[src/rtl/ponto_pkg.sv]
// Shared definitions for the point-strobe sender: coordinate width, table
// depth, table index names, FSM state encoding and the stored point record.
package ponto_pkg;

  localparam int W     = 10;
  localparam int NPTS  = 4;
  localparam int IDX_W = 2;

  localparam logic [IDX_W-1:0] IDX_P1 = 2'd0;
  localparam logic [IDX_W-1:0] IDX_P2 = 2'd1;
  localparam logic [IDX_W-1:0] IDX_P3 = 2'd2;
  localparam logic [IDX_W-1:0] IDX_PT = 2'd3;

  typedef enum logic [2:0] {
    IDLE   = 3'd0,
    SETUP  = 3'd1,
    STROBE = 3'd2,
    TAIL   = 3'd3,
    DONE   = 3'd4
  } state_t;

  typedef struct packed {
    logic [W-1:0] x;
    logic [W-1:0] y;
  } point_t;

endpackage

[src/rtl/ponto_phase_timer.sv]
// Loadable down-counter timing the SETUP, STROBE and TAIL phases. A load of
// N makes expire go high in the N-th cycle after the load edge, so the phase
// that issued the load lasts exactly N cycles.
module ponto_phase_timer #(
  parameter int CW = 2
) (
  input  logic          clk,
  input  logic          rst_n,
  input  logic          load,
  input  logic [CW-1:0] load_val,
  output logic          expire
);

  logic [CW-1:0] cnt_reg;

  // Count down to zero; a load always wins over the decrement.
  always_ff @(posedge clk or negedge rst_n) begin
    if (!rst_n) begin
      cnt_reg <= '0;
    end else if (load) begin
      cnt_reg <= load_val;
    end else if (cnt_reg != '0) begin
      cnt_reg <= cnt_reg - 1'b1;
    end
  end

  // Last cycle of the current phase; a parked counter (0) never expires.
  assign expire = (cnt_reg == CW'(1));

endmodule

[src/rtl/ponto_sender.sv]
// Point-strobe transmitter: holds a 4-entry point table written by the host
// and, on start, replays it as strobed px/py points with selPonto framed by
// LOW_CYC cycles of setup before and HIGH_CYC cycles of strobe per point.
module ponto_sender
  import ponto_pkg::*;
#(
  parameter int LOW_CYC  = 2,
  parameter int HIGH_CYC = 2
) (
  input  logic             clk,
  input  logic             rst_n,
  input  logic             wr_en,
  input  logic [IDX_W-1:0] wr_idx,
  input  logic [W-1:0]     wr_x,
  input  logic [W-1:0]     wr_y,
  input  logic             start,
  output logic             busy,
  output logic             done,
  output logic [W-1:0]     px,
  output logic [W-1:0]     py,
  output logic             selPonto
);

  localparam int CW = $clog2((LOW_CYC > HIGH_CYC) ? LOW_CYC : HIGH_CYC) + 1;

  if (LOW_CYC < 1 || HIGH_CYC < 1) begin : g_param_check
    $error("ponto_sender: LOW_CYC and HIGH_CYC must both be >= 1");
  end

  state_t           state_reg;
  logic [IDX_W-1:0] idx_reg;
  logic [IDX_W-1:0] idx_next;
  point_t           tbl [NPTS];
  point_t           first_pt;
  logic             tbl_we;
  logic             tmr_load;
  logic [CW-1:0]    tmr_val;
  logic             tmr_expire;

  // The table only accepts writes while no transfer is running.
  assign tbl_we   = wr_en && !busy;
  assign idx_next = idx_reg + 1'b1;

  // A write to P1 in the same cycle as start must be the value sent first.
  assign first_pt = (tbl_we && wr_idx == IDX_P1) ? point_t'({wr_x, wr_y}) : tbl[0];

  // One flop bank per table entry, each decoding its own write address.
  for (genvar gi = 0; gi < NPTS; gi++) begin : g_tbl
    always_ff @(posedge clk or negedge rst_n) begin
      if (!rst_n) begin
        tbl[gi] <= '0;
      end else if (tbl_we && wr_idx == IDX_W'(gi)) begin
        tbl[gi] <= '{x: wr_x, y: wr_y};
      end
    end
  end

  ponto_phase_timer #(.CW(CW)) u_timer (
    .clk      (clk),
    .rst_n    (rst_n),
    .load     (tmr_load),
    .load_val (tmr_val),
    .expire   (tmr_expire)
  );

  // Arm the phase timer on every edge that enters a timed phase.
  always_comb begin
    tmr_load = 1'b0;
    tmr_val  = CW'(LOW_CYC);
    case (state_reg)
      IDLE:    tmr_load = start;
      SETUP:   begin tmr_load = tmr_expire; tmr_val = CW'(HIGH_CYC); end
      STROBE:  tmr_load = tmr_expire;
      default: tmr_load = 1'b0;
    endcase
  end

  // Transfer sequencer with registered outputs; px/py move only on SETUP entry.
  always_ff @(posedge clk or negedge rst_n) begin
    if (!rst_n) begin
      state_reg <= IDLE;
      idx_reg   <= '0;
      busy      <= 1'b0;
      done      <= 1'b0;
      selPonto  <= 1'b0;
      px        <= '0;
      py        <= '0;
    end else begin
      done <= 1'b0;
      case (state_reg)
        IDLE: begin
          if (start) begin
            state_reg <= SETUP;
            idx_reg   <= '0;
            busy      <= 1'b1;
            selPonto  <= 1'b0;
            px        <= first_pt.x;
            py        <= first_pt.y;
          end
        end
        SETUP: begin
          if (tmr_expire) begin
            state_reg <= STROBE;
            selPonto  <= 1'b1;
          end
        end
        STROBE: begin
          if (tmr_expire) begin
            selPonto <= 1'b0;
            if (idx_reg == IDX_W'(NPTS - 1)) begin
              state_reg <= TAIL;
            end else begin
              state_reg <= SETUP;
              idx_reg   <= idx_next;
              px        <= tbl[idx_next].x;
              py        <= tbl[idx_next].y;
            end
          end
        end
        TAIL: begin
          if (tmr_expire) begin
            state_reg <= DONE;
            busy      <= 1'b0;
            done      <= 1'b1;
          end
        end
        DONE: begin
          state_reg <= IDLE;
        end
        default: begin
          state_reg <= IDLE;
          busy      <= 1'b0;
          selPonto  <= 1'b0;
        end
      endcase
    end
  end

endmodule

[config.mk]
export PLATFORM = sky130hd
export DESIGN_NAME = ponto_sender
export DESIGN_NICKNAME = d
export VERILOG_FILES = /design/src/rtl/ponto_pkg.sv /design/src/rtl/ponto_phase_timer.sv /design/src/rtl/ponto_sender.sv
export SDC_FILE = /design/constraint.sdc
export NUM_CORES = 1
export LEC_CHECK = 0
export CAP_MARGIN = 20
export CORE_MARGIN = 1.5
export CORE_UTILIZATION = 45
export DETAILED_ROUTE_END_ITERATION = 8
export PLACE_DENSITY = 0.76
export REMOVE_ABC_BUFFERS = 1
export SLEW_MARGIN = 20
export SYNTH_ARGS = -nofsm -noshare
export SYNTH_HDL_FRONTEND = slang
export SYNTH_SLANG_ARGS = --single-unit
[constraint.sdc]
create_clock -name clk -period 3.87 [get_ports clk]
set_clock_uncertainty 0.05 [all_clocks]
set_input_delay 0.387 -clock clk [delete_from_list [all_inputs] [get_ports clk]]
set_output_delay 0.387 -clock clk [all_outputs]
set_load 0.005 [all_outputs]
== Word-level counts from Yosys, hierarchy flattened ==
Cells that the tools add are included.
Word-level totals
  register bits after elaboration: 110
  input port bits: 26
  output and inout port bits: 23
  logic and storage cells: 87
Operators by class
  $add $sub $neg: 2
  magnitude comparators: 1
  equal/unequal tests: 14
  mux-type cells: 33
  bitwise gates (word level): 3
  reduce and logical (&&, ||, !) cells: 18
Operator list (count)
  $mux W10: 6
  $mux W20: 3
  $bmux W20 S2: 1
  $pmux W10 S2: 2
  $mux W2: 6
  $mux W3: 4
  $pmux W3 S4: 1
  $reduce_and A4 Y1: 3
  $ne A2 B2 Y1 const B: 5
  $eq A2 B2 Y1 const B: 3
  $eq A3 B2 Y1 const B: 2
  $mux W1: 6
  $reduce_bool A2 Y1: 3
  $logic_and A1 B1 Y1: 5
  $eq A2 B1 Y1 const B: 2
  $pmux W1 S4: 1
  $pmux W2 S2: 1
  $reduce_or A2 Y1: 2
  $eq A3 B1 Y1 const B: 1
  $eq A3 B3 Y1 const B: 1
  $ge A3 B3 Y1 const B: 1
  $logic_not A3 Y1: 1
  $not A2 Y3: 1
  $pmux W1 S3: 1
  other kinds (8): 9

== Logic depth before layout (Yosys ltp) ==
Gate-level depths: netlist (run 1).
  depth after elaboration: 8
  mapped depth: 7

== Hierarchy ==
A second synthesis (run 1) with hierarchy kept.
Second synthesis, totals
  cell total of the unflattened synthesis: 328
  area total of the unflattened synthesis: 5064.9 µm²
Modules (own cells, without submodules)
  ponto_sender: instances 1, cells an instance 315, area each 4928.5 µm², sequential area each 2702.6 µm²
  ponto_phase_timer: instances 1, cells an instance 13, area each 136.4 µm², sequential area each 50.0 µm²

== Least setup slack after synthesis (run 1) ==
No wires, ideal clock.
  path type: flip-flop to flip-flop
  start: reg idx_reg[0]
  end: reg px[8]
  setup time: 0.123 ns
  data arrival time: 1.730 ns
  path slack: 1.967 ns
  cell stages (with the launch flop): 5
  buffers on the path: 1
  period minus slack after synthesis: 1.903 ns
  cells stage by stage: dfrtp_1 > ha_1 > buf_2 > mux4_2 > o221a_1
On the way
  longest elaborated chain between the ends: 8
RTL lines
  start, declared: line ponto_sender.sv:31  | logic [IDX_W-1:0] idx_reg;
  start signal, assigned: line ponto_sender.sv:114  | idx_reg <= idx_next;
  $add A2 B1 Y2: line ponto_sender.sv:42  | assign idx_next = idx_reg + 1'b1;
  $not A2 Y3 (implied by the code): line ponto_sender.sv:115  | px <= tbl[idx_next].x;
  $bmux W20 S2: line ponto_sender.sv:115
  $mux W20 (2 in a row)
  $mux W10: line ponto_sender.sv:110  | if (idx_reg == IDX_W'(NPTS - 1)) begin
  $mux W10: line ponto_sender.sv:108  | if (tmr_expire) begin
  $pmux W10 S2: line ponto_sender.sv:90  | case (state_reg)
  end signal, assigned: line ponto_sender.sv:97  | px <= first_pt.x;
  end signal, assigned: line ponto_sender.sv:115
  end, declared: line ponto_sender.sv:19  | output logic [W-1:0] px,
Several ways; a longest one is shown, not always the timed one. The select of a mux whose other input is x is not followed.
A chain may end at the register's enable or synchronous reset.

== Worst setup path in the final report (run 1) ==
  start: reg idx_reg[1]
  end: reg px[8]
Same word-level chain as after synthesis.

==> impl_results.rst, run 1 <==
.. list-table::
   :header-rows: 1

   * - Metric
     - Value
   * - Worst Tran Pin Value
     - 0.786 ns
   * - Number of sinks handled by clock tree synthesis
     - 110
   * - Combinational power share
     - 37.5%
   * - Post-place setup slack
     - 1.37 ns
   * - Number of flops mapped to enable cells by yosys
     - 0
   * - Number of gates resized after CTS
     - 0
   * - Overall die width
     - 109 um
   * - Synth Register Bits
     - between 100 and 150
   * - Detail Route Antenna Nets
     - 0
   * - Hold bufs inserted after CTS
     - 0
   * - Detailed-placement wirelength estimate
     - about 6 mm
   * - Switching Power
     - between 0.001 and 0.0015 W
   * - Internal power consumption
     - 0.00303 W
   * - Number of buffers created by CTS
     - 9
   * - First-pass iteration count of the detailed router
     - 4
   * - Buffers inserted during post-CTS setup optimization
     - 0
   * - Largest registers
     - tbl: 80 flops, px: 10 flops, py: 10 flops
   * - Maximum number of pins on one net before global-route repair
     - 63
   * - Register name with the most flops
     - tbl
   * - Largest fanout on the critical path
     - 13
   * - Time the worst path needs with I/O delays and setup
     - 2.38 ns
   * - Part of the cycle the worst path needs
     - 61.6%
   * - # Max-Cap Violations
     - 0
   * - Asr flop ratio synth
     - 100%
   * - Synthesized area per cell
     - 15.4 um2
   * - Sum of negative setup slack
     - 0 ns
   * - Cell types with the largest area share after synthesis
     - dfrtp_1, mux2_2, mux4_2
   * - Number of global-route vias before repair
     - 3065
   * - Number of instances in the placed design
     - 503
   * - Result of the run
     - finished, final reports clean
   * - Fraction of layout instances using a drive strength above 1
     - 35.2%
   * - Vias
     - around 2.9k
   * - Die Span Y
     - 109 um
   * - Power per Cell Area
     - 738 nW/um2
   * - Category of the critical setup timing path
     - reg2reg
   * - Area leader, netlist
     - dfrtp_1
   * - Signed area change from the synthesized netlist to the final layout
     - 15.8%
   * - Endpoint kind of the worst setup timing path
     - flop
   * - Clock share of power
     - 15.2%
   * - DRT iter0 DRCs
     - 246
   * - Data required time at the worst endpoint
     - 4.07 ns
   * - Slew margin rel.
     - 47.6%
   * - Number of hold violations in the final report
     - 0
   * - Starting utilization of the core area
     - a little under half
   * - Top-count cell post-synth
     - dfrtp_1
   * - Fillers
     - 889
   * - Global-route wire length before repair
     - 16.3 mm
   * - Clk Latency, worst-skew pair
     - 0.37 ns
   * - Detailed-route DRC error count
     - 0
   * - Antenna violations before repair
     - 0
   * - TritonCTS clock tree
     - done
   * - Count of pins on the block boundary
     - 49
   * - Post-synth design cell area
     - 5020 um2
   * - Count of warnings emitted by yosys
     - 0
   * - Total routing resource utilization after global routing
     - 18.6%
   * - Remaining global-route overflow
     - 0
   * - Number of flip-flops in the largest register
     - 80
   * - Fraction of power spent switching nets
     - 29.4%
   * - Main synth FF type
     - dfrtp_1
   * - Clock-pin slew on the worst setup and hold paths
     - 0.11 ns
   * - Final routed wire length divided by cell count
     - between 15 and 20 um
   * - Highest clock frequency the design can meet
     - approximately 420 MHz
   * - Die ar.
     - around 12000 um2
   * - Synth Instances
     - between 300 and 400
   * - Kind of start point of the critical path
     - flop
   * - Clock Path Buffers
     - 2
   * - Input/output buffers
     - 48
   * - Number of levels in the clock H-tree
     - 3
   * - Number of placement rows
     - 38
   * - Total Wirelength
     - 10.1 mm
   * - Sequential fraction of the synthesis area
     - a little over half
   * - Peak VDD IR
     - 0.290 mV
   * - Path type of the worst min-delay path
     - in2async
   * - Worst path setup slack after routing
     - 1.49 ns
   * - Top cells by count, synth
     - dfrtp_1, mux2_2, mux2_4, mux4_2, o221a_1
   * - Final standard cell count with taps included and fillers excluded
     - between 500 and 600
   * - Placer congestion estimate
     - ~0.74
   * - Library cells used by synthesis
     - 28
   * - Final net count
     - about 400
   * - Portion of synthesized cell area occupied by the leading cell type
     - 54.8%
   * - Core box area
     - about 11000 um2
   * - Number of inserted diodes
     - 0
   * - Reg power frac
     - 47.4%
   * - Final number of max-transition violations
     - 0
   * - Routed via count divided by cell count
     - 5.60
   * - Leakage power
     - 2.48 nW
   * - Final number of setup-violating endpoints
     - 0
   * - Setup repair after global routing missed its margin
     - no
   * - Clock root cell
     - clkbuf_8
   * - Worst EP arrival
     - 2.58 ns
[layout make-up]
type	instances	area, um2	area share [%]
multi-input combinational	190	2130	36.7
tap	140	175	3.01
sequential	110	2750	47.3
clock buffer	11	151	2.60
timing repair buffer	58	553	9.51
inverter	5	18.8	0.323
clock inverter	4	32.5	0.559
[cell usage in the layout (no fill, tap or decap), drive strengths merged]
master         instances
a211oi                 1
a21boi                 1
a21o                   1
a21oi                  8
and2b                  1
buf                   11
clkbuf                11
clkdlybuf4s50         47
clkinv                 2
clkinvlp               2
dfrtp                110
ha                     3
inv                    5
mux2                  80
mux2i                  2
mux4                  20
nand2                  9
nand2b                 6
nand3                  2
nand3b                 2
nor2                   7
nor3                   3
nor4b                  1
o21ai                  3
o221a                 20
or2b                  19
xor2                   1
[per-layer routing]
metal,global-route usage [%],part of all wire (%)
met1,26.2,48
met2,29.5,48
met3,2.93,2.8
met4,6.39,0.92
met5,0,0
[worst max-delay path, cell delays in order (launching register included)]
cell	delay [ns]
dfrtp_1	0.40
ha_1	0.66
buf_4	0.40
mux4_2	0.54
o221a_1	0.22
[cell families after synthesis]
kind of cell / count (synthesis) / share of synthesized area, %
compound gates: 34 / 6.28
xor+xnor: 1 / 0.174
fa+ha+maj: 3 / 0.747
buf+inv: 26 / 2.86
flops: 110 / 54.8
mux: 102 / 28.8
simple gates: 50 / 6.37
[path summary, 6_finish.rpt]
check	start	endpoint	slack [ns]	depth (start not counted)
setup / recovery	idx_reg[1]	px[8]	1.49	4
hold / removal	rst_n	py[7]	0.04	1
setup reg to reg	idx_reg[1]	px[8]	1.49	4
hold reg to reg	tbl[33]	tbl[33]	0.46	1
max in group asynchronous	rst_n	tbl[3]	2.88	2
min in group clk	tbl[33]	tbl[33]	0.46	1
[through the flow]
| stage | cell area [um2] | hold slack (ns) | power, W | util [%] |
|---|---|---|---|---|
| floorplan | 4900 | 0.0414 | 0.00307 | - |
| global placement | 5630 | 0.433 | 0.00358 | 52.0 |
| detailed placement | 5630 | 0.442 | 0.00368 | 52.0 |
| CTS | 5820 | 0.0644 | 0.00433 | 53.7 |
| global route | 5820 | 0.106 | 0.00456 | 53.7 |
| finish | 5820 | 0.0404 | 0.00429 | 53.7 |
[power by group through the flow]
stage          Clock [W]  Sequential (W)  Combinational [W]
2_1_floorplan          0         0.00197            0.00111
3_3_place_gp           0         0.00202            0.00156
3_5_place_dp           0         0.00205            0.00163
4_1_cts         0.000667         0.00203            0.00163
5_1_grt         0.000714         0.00210            0.00175
6_report        0.000651         0.00203            0.00161
Power figures use the tool's default switching activity.
==> run 2: changes to the inputs <==
==> constraint.sdc (replaced) <==
create_clock -name clk -period 2.2 [get_ports clk]
set_clock_uncertainty 0.05 [all_clocks]
set_input_delay 0.22 -clock clk [delete_from_list [all_inputs] [get_ports clk]]
set_output_delay 0.22 -clock clk [all_outputs]
set_load 0.005 [all_outputs]
==> run 2 against run 1 <==
Net effect: via count up 0.76%; highest routed layer unchanged; routed wire length down 2.5%; die area unchanged; critical endpoint is now py[2]; clock power up 110%; first-iteration DRC count down 51%; sequential power up 76%.
==> impl_results.rst, run 2 (synthesis gave the netlist of run 1 again) <==
.. list-table::
   :header-rows: 1

   * - Metric
     - Value
   * - Result of the run
     - finished, final reports clean
   * - Power per Cell Area
     - 1310 nW/um2
   * - Routed via count divided by cell count
     - 5.56
   * - Number of buffers created by CTS
     - 9
   * - Input/output buffers
     - 48
   * - Largest stage delay on the critical path
     - 0.37 ns
   * - TritonCTS clock tree
     - done
   * - Final routed wire length divided by cell count
     - between 15 and 20 um
   * - Combinational power share
     - 36.7%
   * - Placer congestion estimate
     - roughly 0.76
   * - Overall power after layout
     - 0.00781 W
   * - Finished Core Util
     - 55.1%
   * - Total Wirelength
     - 9.85 mm
   * - Register area
     - 2750 um2
   * - Time the worst path needs with I/O delays and setup
     - 1.96 ns
   * - Overall die width
     - 109 um
   * - Number of levels in the clock H-tree
     - 3
   * - Fraction of layout instances using a drive strength above 1
     - 36.1%
   * - Endpoint kind of the worst setup timing path
     - flop
   * - Highest clock frequency the design can meet
     - 510 MHz
   * - Count of pins on the block boundary
     - 49
   * - Global-route wire length before repair
     - 16.3 mm
   * - Antenna violations before repair
     - 0
   * - Number of flip-flops in the largest register
     - 80
   * - Number of global-route vias before repair
     - 3188
   * - Peak VDD IR
     - approximately 0.5 mV
   * - Most common cell after layout, fill and taps aside
     - dfrtp_1
   * - Worst Tran Pin Value
     - 0.356 ns
   * - Fillers
     - about 880
   * - Leakage power
     - approximately 2.6 nW
   * - Number of placement rows
     - 38
   * - Final net count
     - 409
   * - Data required time at the worst endpoint
     - 2.44 ns
   * - Placed standard-cell area
     - 5730 um2
   * - Detailed-placement wirelength estimate
     - 6.31 mm
   * - Total routing resource utilization after global routing
     - 18.5%
   * - Largest fanout on the critical path
     - 23
   * - DRT iter0 DRCs
     - 121
   * - Number of instances in the placed design
     - between 500 and 600
   * - Kind of start point of the critical path
     - flop
   * - First-pass iteration count of the detailed router
     - 4
   * - Buffers inserted during post-CTS setup optimization
     - 0
   * - Starting utilization of the core area
     - about 46%
   * - Core box area
     - approximately 11000 um2
   * - Setup repair after global routing missed its margin
     - no
   * - Register name with the most flops
     - tbl
   * - Internal power consumption
     - 0.00554 W
   * - Part of the cycle the worst path needs
     - 89.2%
   * - # Max-Cap Violations
     - 0
   * - Signed area change from the synthesized netlist to the final layout
     - 18.9%
   * - Clock Path Buffers
     - 2
   * - Category of the critical setup timing path
     - reg2reg
   * - Fraction of power spent switching nets
     - 29.1%
   * - Path type of the worst min-delay path
     - in2async
   * - Number of inserted diodes
     - 0
   * - Maximum number of pins on one net before global-route repair
     - 48
   * - Worst Hold Margin
     - 0.235 ns
   * - Switching Power
     - 0.00227 W
   * - Final number of setup-violating endpoints
     - 0
   * - Final design instance area without fill
     - roughly 6000 um2
   * - Worst EP arrival
     - between 2 and 2.5 ns
   * - Slew margin rel.
     - 76.3%
   * - Vias
     - between 2k and 3k
   * - Clock root cell
     - clkbuf_8
   * - Number of hold violations in the final report
     - 0
   * - Total area of multi-input combinational cells
     - 2140 um2
   * - Final number of max-transition violations
     - 0
   * - Die Span Y
     - 109 um
   * - Cell with the biggest individual delay on the critical path
     - dfrtp_1
   * - Detailed-route DRC error count
     - 0
   * - Number of sinks handled by clock tree synthesis
     - 110
   * - Most used cells in the layout excluding fill and tap cells
     - dfrtp_1, mux2_2, clkdlybuf4s50_1
   * - Final standard cell count with taps included and fillers excluded
     - 525
   * - Remaining global-route overflow
     - 0
   * - Worst path cell trace
     - inv_1 > ha_1 > nand3b_1 > a211oi_4 > buf_4 > o221a_1
   * - Clk Latency, worst-skew pair
     - about 0.37 ns
   * - Reg power frac
     - between 40% and 50%
   * - Die ar.
     - 11800 um2
   * - Largest registers
     - tbl: 80 flops, px: 10 flops, py: 10 flops
   * - Detail Route Antenna Nets
     - 0
   * - Clock share of power
     - 17.5%
   * - Clock-pin slew on the worst setup and hold paths
     - 0.11 ns
run 2: cell count changes in the layout (fill, tap and decap cells not counted):
| cell | before | now |
|---|---|---|
| buf_12 | 0 | 5 |
| bufinv_16 | 0 | 2 |
| clkbuf_8 | 11 | 9 |
| clkinv_4 | 2 | 0 |
| inv_6 | 0 | 2 |
| dlygate4sd3_1 | 0 | 1 |
| inv_8 | 0 | 1 |
| nand2_2 | 1 | 0 |
| nand2_4 | 0 | 1 |
run 2: what timing repair did:
item / in CTS / in global routing
endpoints found under the setup margin: 0 / 20
endpoints found under the hold margin: 21 / 0
resized for setup: 0 / 1
hold buffers: 1 / 0
run 2: area by class of cell:
type	instances	area share (%)
multi-input combinational	190	35.8
clock buffer	9	2.07
sequential	110	46.1
tap	140	2.93
timing repair buffer	64	11.1
inverter	5	0.314
clock inverter	7	1.74
run 2: routing by layer:
metal  GRT usage (%)  up-vias  wire, um
met4            6.11        0       117
li1                -     1301         -
met3            3.41        9       318
met2            30.2       47      4910
met5               0        -         0
met1            25.1     1564      4500
run 2: metrics by stage:
stage / setup slack [ns] / TNS (ns)
after floorplan: -0.443 / -9.09
after global placement: 0.0938 / 0
after detailed placement: 0.0399 / 0
after CTS: 0.0973 / 0
after global routing: 0.125 / 0
final: 0.238 / 0
run 2: worst paths after layout:
path / cells after the start / from / end / slack (ns)
setup / recovery: 6 / u_timer.cnt_reg[1] / py[2] / 0.24
setup reg to reg: 6 / u_timer.cnt_reg[1] / py[2] / 0.24
hold reg to reg: 1 / tbl[4] / tbl[4] / 0.46
max in group asynchronous: 3 / rst_n / busy / 1.26
min in group clk: 1 / tbl[4] / tbl[4] / 0.46
hold / removal: 2 / rst_n / tbl[67] / 0.23
run 2: critical path: cells and delay by family, from the launching register on:
| kind | cells | cell delay, ns |
|---|---|---|
| and+or+nand+nor | 1 | 0.15 |
| AOI/OAI and AO/OA | 2 | 0.57 |
| buffers and inverters | 2 | 0.45 |
| DFF | 1 | 0.37 |
| adders and majority gates | 1 | 0.28 |
run 2: power by group through the flow:
stage               Sequential, W  Clock, W  Combinational [W]
floorplan                 0.00346         0            0.00195
global placement          0.00356         0            0.00277
detailed placement        0.00361         0            0.00289
CTS                       0.00358   0.00140            0.00290
global route              0.00370   0.00148            0.00313
finish                    0.00358   0.00136            0.00286
